$ cat src/rtl/scene_ctrl.sv
// Scene sequencer for a VGA game: TITLE -> GAME -> WIN/LOSE -> TITLE.
// Owns the shared image BRAM address mux and the final pixel colour select.
module scene_ctrl #(
  parameter int HOLD_FRAMES = 180
) (
  input  logic        clk,
  input  logic        rst,
  input  logic        start_btn,
  input  logic        player_win,
  input  logic        player_lose,
  input  logic [9:0]  h_cnt,
  input  logic [9:0]  v_cnt,
  input  logic        valid,
  input  logic [16:0] title_addr,
  input  logic [16:0] win_addr,
  input  logic [16:0] lose_addr,
  input  logic [16:0] game_addr,
  input  logic [11:0] game_data,
  input  logic [11:0] mem_data,
  output logic [16:0] mem_addr,
  output logic [11:0] vga_data,
  output logic [1:0]  scene,
  output logic        game_en
);

  typedef enum logic [1:0] {
    TITLE = 2'd0,
    GAME  = 2'd1,
    WIN   = 2'd2,
    LOSE  = 2'd3
  } state_t;

  localparam int HW = (HOLD_FRAMES > 1) ? $clog2(HOLD_FRAMES + 1) : 1;
  localparam logic [HW-1:0] HOLD_LAST = HW'(HOLD_FRAMES - 1);
  localparam logic [HW-1:0] HOLD_MAX  = '1;

  state_t        state, state_n;
  state_t        scene_d;
  logic          valid_d;
  logic          prev_origin;
  logic          start_pend, start_n;
  logic          res_pend, res_n;
  logic          res_lose, lose_n;
  logic [HW-1:0] hold, hold_n;

  logic at_origin;
  logic frame_tick;
  logic in_game;
  logic start_now;
  logic res_now;
  logic lose_now;

  assign at_origin  = (h_cnt == 10'd0) && (v_cnt == 10'd0);
  assign frame_tick = at_origin & ~prev_origin;
  assign in_game    = (state == GAME);

  // Same-cycle events are folded in so a pulse coinciding with the tick counts.
  assign start_now = start_pend | (start_btn & ~in_game);
  assign res_now   = res_pend | (in_game & (player_win | player_lose));
  assign lose_now  = res_pend ? res_lose : player_lose;

  always_comb begin
    state_n = state;
    start_n = start_now;
    res_n   = res_now;
    lose_n  = res_now & lose_now;
    hold_n  = hold;
    unique case (state)
      TITLE: begin
        if (frame_tick && start_now) begin
          state_n = GAME;
          start_n = 1'b0;
          res_n   = 1'b0;
          lose_n  = 1'b0;
        end
      end
      GAME: begin
        if (frame_tick && res_now) begin
          state_n = lose_now ? LOSE : WIN;
          hold_n  = '0;
          start_n = 1'b0;
          res_n   = 1'b0;
          lose_n  = 1'b0;
        end
      end
      WIN, LOSE: begin
        if (frame_tick) begin
          if (start_now || hold == HOLD_LAST) begin
            state_n = TITLE;
            hold_n  = '0;
            start_n = 1'b0;
            res_n   = 1'b0;
            lose_n  = 1'b0;
          end else if (hold != HOLD_MAX) begin
            hold_n = hold + 1'b1;
          end
        end
      end
      default: state_n = TITLE;
    endcase
  end

  always_ff @(posedge clk) begin
    if (rst) begin
      state       <= TITLE;
      start_pend  <= 1'b0;
      res_pend    <= 1'b0;
      res_lose    <= 1'b0;
      hold        <= '0;
      scene_d     <= TITLE;
      valid_d     <= 1'b0;
      prev_origin <= 1'b1;
    end else begin
      state       <= state_n;
      start_pend  <= start_n;
      res_pend    <= res_n;
      res_lose    <= lose_n;
      hold        <= hold_n;
      scene_d     <= state;
      valid_d     <= valid;
      prev_origin <= at_origin;
    end
  end

  always_comb begin
    mem_addr = title_addr;
    unique case (state)
      TITLE:   mem_addr = title_addr;
      GAME:    mem_addr = game_addr;
      WIN:     mem_addr = win_addr;
      LOSE:    mem_addr = lose_addr;
      default: mem_addr = title_addr;
    endcase
  end

  // scene_d/valid_d line up with the one-cycle BRAM read.
  always_comb begin
    vga_data = 12'h000;
    if (valid_d) begin
      vga_data = (scene_d == GAME) ? game_data : mem_data;
    end
  end

  assign scene   = state;
  assign game_en = (state == GAME);

endmodule

$ cat config.mk
export PLATFORM = sky130hd
export DESIGN_NAME = scene_ctrl
export DESIGN_NICKNAME = d
export VERILOG_FILES = /design/src/rtl/scene_ctrl.sv
export SDC_FILE = /design/constraint.sdc
export NUM_CORES = 1
export LEC_CHECK = 0
export ABC_AREA = 1
export CAP_MARGIN = 40
export CORE_ASPECT_RATIO = 1.2
export CORE_UTILIZATION = 31
export CTS_CLUSTER_SIZE = 28
export DETAILED_ROUTE_END_ITERATION = 8
export PLACE_DENSITY = 0.86
export SYNTH_ARGS = -nofsm -noshare
export SYNTH_HDL_FRONTEND = slang
export SYNTH_SLANG_ARGS = --single-unit
$ cat constraint.sdc
create_clock -name clk -period 2.2 [get_ports clk]
set_input_delay 0.66 -clock clk [delete_from_list [all_inputs] [get_ports clk]]
set_output_delay 0.66 -clock clk [all_outputs]
set_load 0.005 [all_outputs]
==> reports/results.md <==
| Parameter | Value | Unit |
| --- | --- | --- |
| Run status | complete, no violations | - |
| Largest fanout on the critical path | 1 | - |
| Synthesized area divided by synthesized cell count | 5.463 | um^2 |
| Number of endpoints failing setup at the final stage | 0 | - |
| Final wirelength | 6.255 | mm |
| Number of enable-type register cells in the synthesized netlist | 0 | - |
| Final max-slew violation count | 0 | - |
| Initial cell density of the core | 31.96 | % |
| Req. time, crit path | 1540 | ps |
| CTS tree | yes | - |
| Total routing usage reported by global routing | 22.11 | % |
| Yosys warning count | 0 | - |
| Wire length of the first global-routing pass | 9.190 | mm |
| Maximum operating frequency | 0.4621 | GHz |
| Fraction of the yosys area taken by sequential cells | 21.71 | % |
| Leading cell types by count after synthesis | nand2_1 (90), nor2_1 (67), o21ai_0 (23) | - |
| Capturing element type of the critical path | primary output | - |
| Final GP Congestion | 0.8261 | - |
| Clock latency on the worst-skew pair | 260 | ps |
| Dominant combinational cell family by area after synthesis | simple AND/OR/NAND/NOR gates | - |
| Portion of the clock cycle consumed by the worst path in the final layout | 98.36 | % |
| Standard-cell rows | 28 | - |
| Vias/cell | 4.710 | - |
| Compound-Gate Fraction of Synth Area | 10.30 | % |
| Top area cells in the synthesized netlist | dfxtp_1 (22%), nand2_1 (22%), nor2_1 (16%) | - |
| Area added between synthesis and finish | 104.9 | % |
| Fraction of the mapped netlist area in adder cells | 0.7981 | % |
| Placed standard-cell area | 0.003224 | mm^2 |
| Most common flop cell mapped by yosys | dfxtp_1 | - |
| Min setup slack post-route | 36.00 | ps |
| Multi-input combinational cell area | 0.001104 | mm^2 |
| Number of failing hold endpoints at the final stage | 0 | - |
| Worst-path clk slew | 70 | ps |
| Number of inserted filler cells in the final layout | 441 | - |
| Data arrival time of the critical path | 1500 | ps |
| Master cell of the clock root buffer | clkbuf_8 | - |
| Worst Setup Path Type | in -> out | - |
| Fin crit period | 2164 | ps |
| Static Leakage | 0.001371 | uW |
| Iteration count of the initial detailed-routing pass | 4 | - |
| Worst slew slack as a fraction of its limit | 76.13 | % |
| Gate Count Post-Synth | 287 | - |
| Setup TNS | 0 | ps |
| Flip-flop and latch area | 342.8 | um^2 |
| Number of maximum-capacitance constraint violations | 0 | - |
| Total number of vias | 2374 | - |
| Path depth of the worst reg2reg path | 9 | - |
| Worst voltage drop across the vdd grid | 463.2 | uV |
| Worst setup SP type | primary input | - |
| Worst hold-check slack | 512.5 | ps |
| Number of CTS-inserted buffers | 3 | - |
| WL/cell | 12.41 | um |
| Simple-gate area share of the yosys netlist | 57.62 | % |
| # IOs | 150 | - |
| RSZ-0062 raised after global routing | false | - |
| Share of layout cells above drive strength 1 | 12.16 | % |
| Antenna violations before repair | 0 | - |
| Unique cell type count in the Yosys netlist | 31 | - |
| Post-route cell area | 0.003213 | mm^2 |
| CTS sink cnt | 17 | - |
| Die Y | 79.90 | um |
| Vias in the first global route | 2138 | - |
| Maximum level of the CTS H-tree | 1 | - |
| Transition at the pin with the smallest max-transition slack | 357.6 | ps |
| Multiplexer share of the synthesized area | 0.6385 | % |
| Worst clock skew | 5.424 | ps |
| Total power per unit cell area | 264.7 | mW/mm^2 |
| Pre-CTS setup slack | -316.5 | ps |
| Diode count | 0 | - |
| Horiz. Die Dim | 66.92 | um |
| Half-perimeter wire length after placement | 5.062 | mm |
| Type of the worst min-delay path | reg -> reg | - |
| Post-synth top area cell | dfxtp_1 | - |
| Post-route antenna net violation count | 0 | - |
| Flops & latches, synth | 17 | - |
| Number of nets at the end of the flow | 564 | - |
| Port bufs | 149 | - |
| Post-synthesis instance area | 0.001568 | mm^2 |
| Number of DRC markers in iteration 0 | 56 | - |
| Floorplan core area | 0.004905 | mm^2 |
| Maximum root-to-sink buffer count | 2 | - |
| Worst hold path depth | 2 | - |
| Portion of synthesized cell area occupied by the leading cell type | 21.71 | % |
| Library cell with the highest instance count after synthesis | nand2_1 | - |
| Residual DRC | 0 | - |
| Remaining global-route overflow | 0 | - |
| Xor-xnor portion of the synthesized cell area | 0.5587 | % |
| Number of nets in the synthesized netlist | 406 | - |
| CTS Hold Bufs | 0 | - |
| Full die area | 0.005347 | mm^2 |
| Asr flop ratio synth | 0 | % |
| Pin count of the biggest net entering global routing | 20 | - |
==> metal layers <==
metal / up-vias / GRT usage (%) / routed length [um]
li1: 1242 / - / -
met1: 1029 / 23.98 / 2413
met2: 91 / 41.01 / 3161
met3: 12 / 6.000 / 599
met4: 0 / 5.745 / 80
met5: - / 0 / 0
==> logic make-up (layout without fill, tap and decap cells) <==
group                    Yosys count  count (layout)
AND/OR/NAND/NOR                  203             203
buffers and inverters             34             191
AO/OA/AOI/OAI                     30              30
flip-flops                        17              17
adder cells (fa/ha/maj)            1               1
XOR/XNOR                           1               1
multiplexers                       1               1
==> flip-flops by register name, summed over array words and instances, names as in the netlist <==
signal       cells
start_pend       1
scene_d          2
scene            2
valid_d          1
res_lose         1
res_pend         1
hold             8
prev_origin      1
==> layout by cell type (no fill, tap or decap), types with 2 or more instances in the layout <==
cell type and n:
clkdlybuf4s50_1 118, nand2_1 90, nor2_1 64, o21ai_0 23, inv_1 20, nand4_1 19
dfxtp_1 15, clkbuf_2 11, buf_4 9, nand3_1 8, dlygate4sd2_1 7, clkdlybuf4s15_1 7
nor2_2 6, inv_2 4, buf_2 4, nand2_2 3, a21oi_1 3, clkbuf_8 3
buf_12 3, nand2_4 2, nor3b_1 2, nor2_4 2, nor3_1 2, dlymetal6s2s_1 2
dfxtp_2 2
==> worst max-delay path, cell delays in order <==
cell and delay (ps):
clkdlybuf4s50_1 450, nand2_1 50, nand4_1 90, dlygate4sd2_1 250
==> layout make-up <==
type / count / share of cell area, %
clock buffer: 3 / 1.285
sequential: 17 / 10.67
inverter: 25 / 2.921
timing repair buffer: 162 / 48.29
tap: 60 / 2.336
multi-input combinational: 236 / 34.35
clock inverter: 1 / 0.1558
==> final timing paths <==
path / from / endpoint / slack, ps
setup / recovery: win_addr[10] / mem_addr[10] / 40
hold / removal: scene[0] / scene_d[0] / 510
setup reg to reg: hold[0] / hold[2] / 510
hold reg to reg: scene[0] / scene_d[0] / 510
==> what timing repair did <==
| action | CTS | global route |
|---|---|---|
| resized for setup | 43 | 36 |
| gates cloned | 0 | 0 |
| pin swaps | 2 | 10 |
| endpoints found under the setup margin | 30 | 25 |
| setup buffers | 0 | 1 |
==> per-stage QoR <==
stage | total power (uW) | utilization [%] | instances
floorplan | 369.6 | - | 287
global placement | 630.9 | 65.74 | 499
detailed placement | 635.3 | 65.74 | 499
CTS | 861.8 | 66.15 | 503
global route | 891.4 | 65.51 | 504
finish | 850.4 | 65.51 | 504
==> power breakdown <==
part	internal [uW]	total (uW)	switching [uW]
Combinational	224	296	72.3
Clock	126	240	114
Sequential	311	314	3.16
Power figures use the tool's default switching activity.
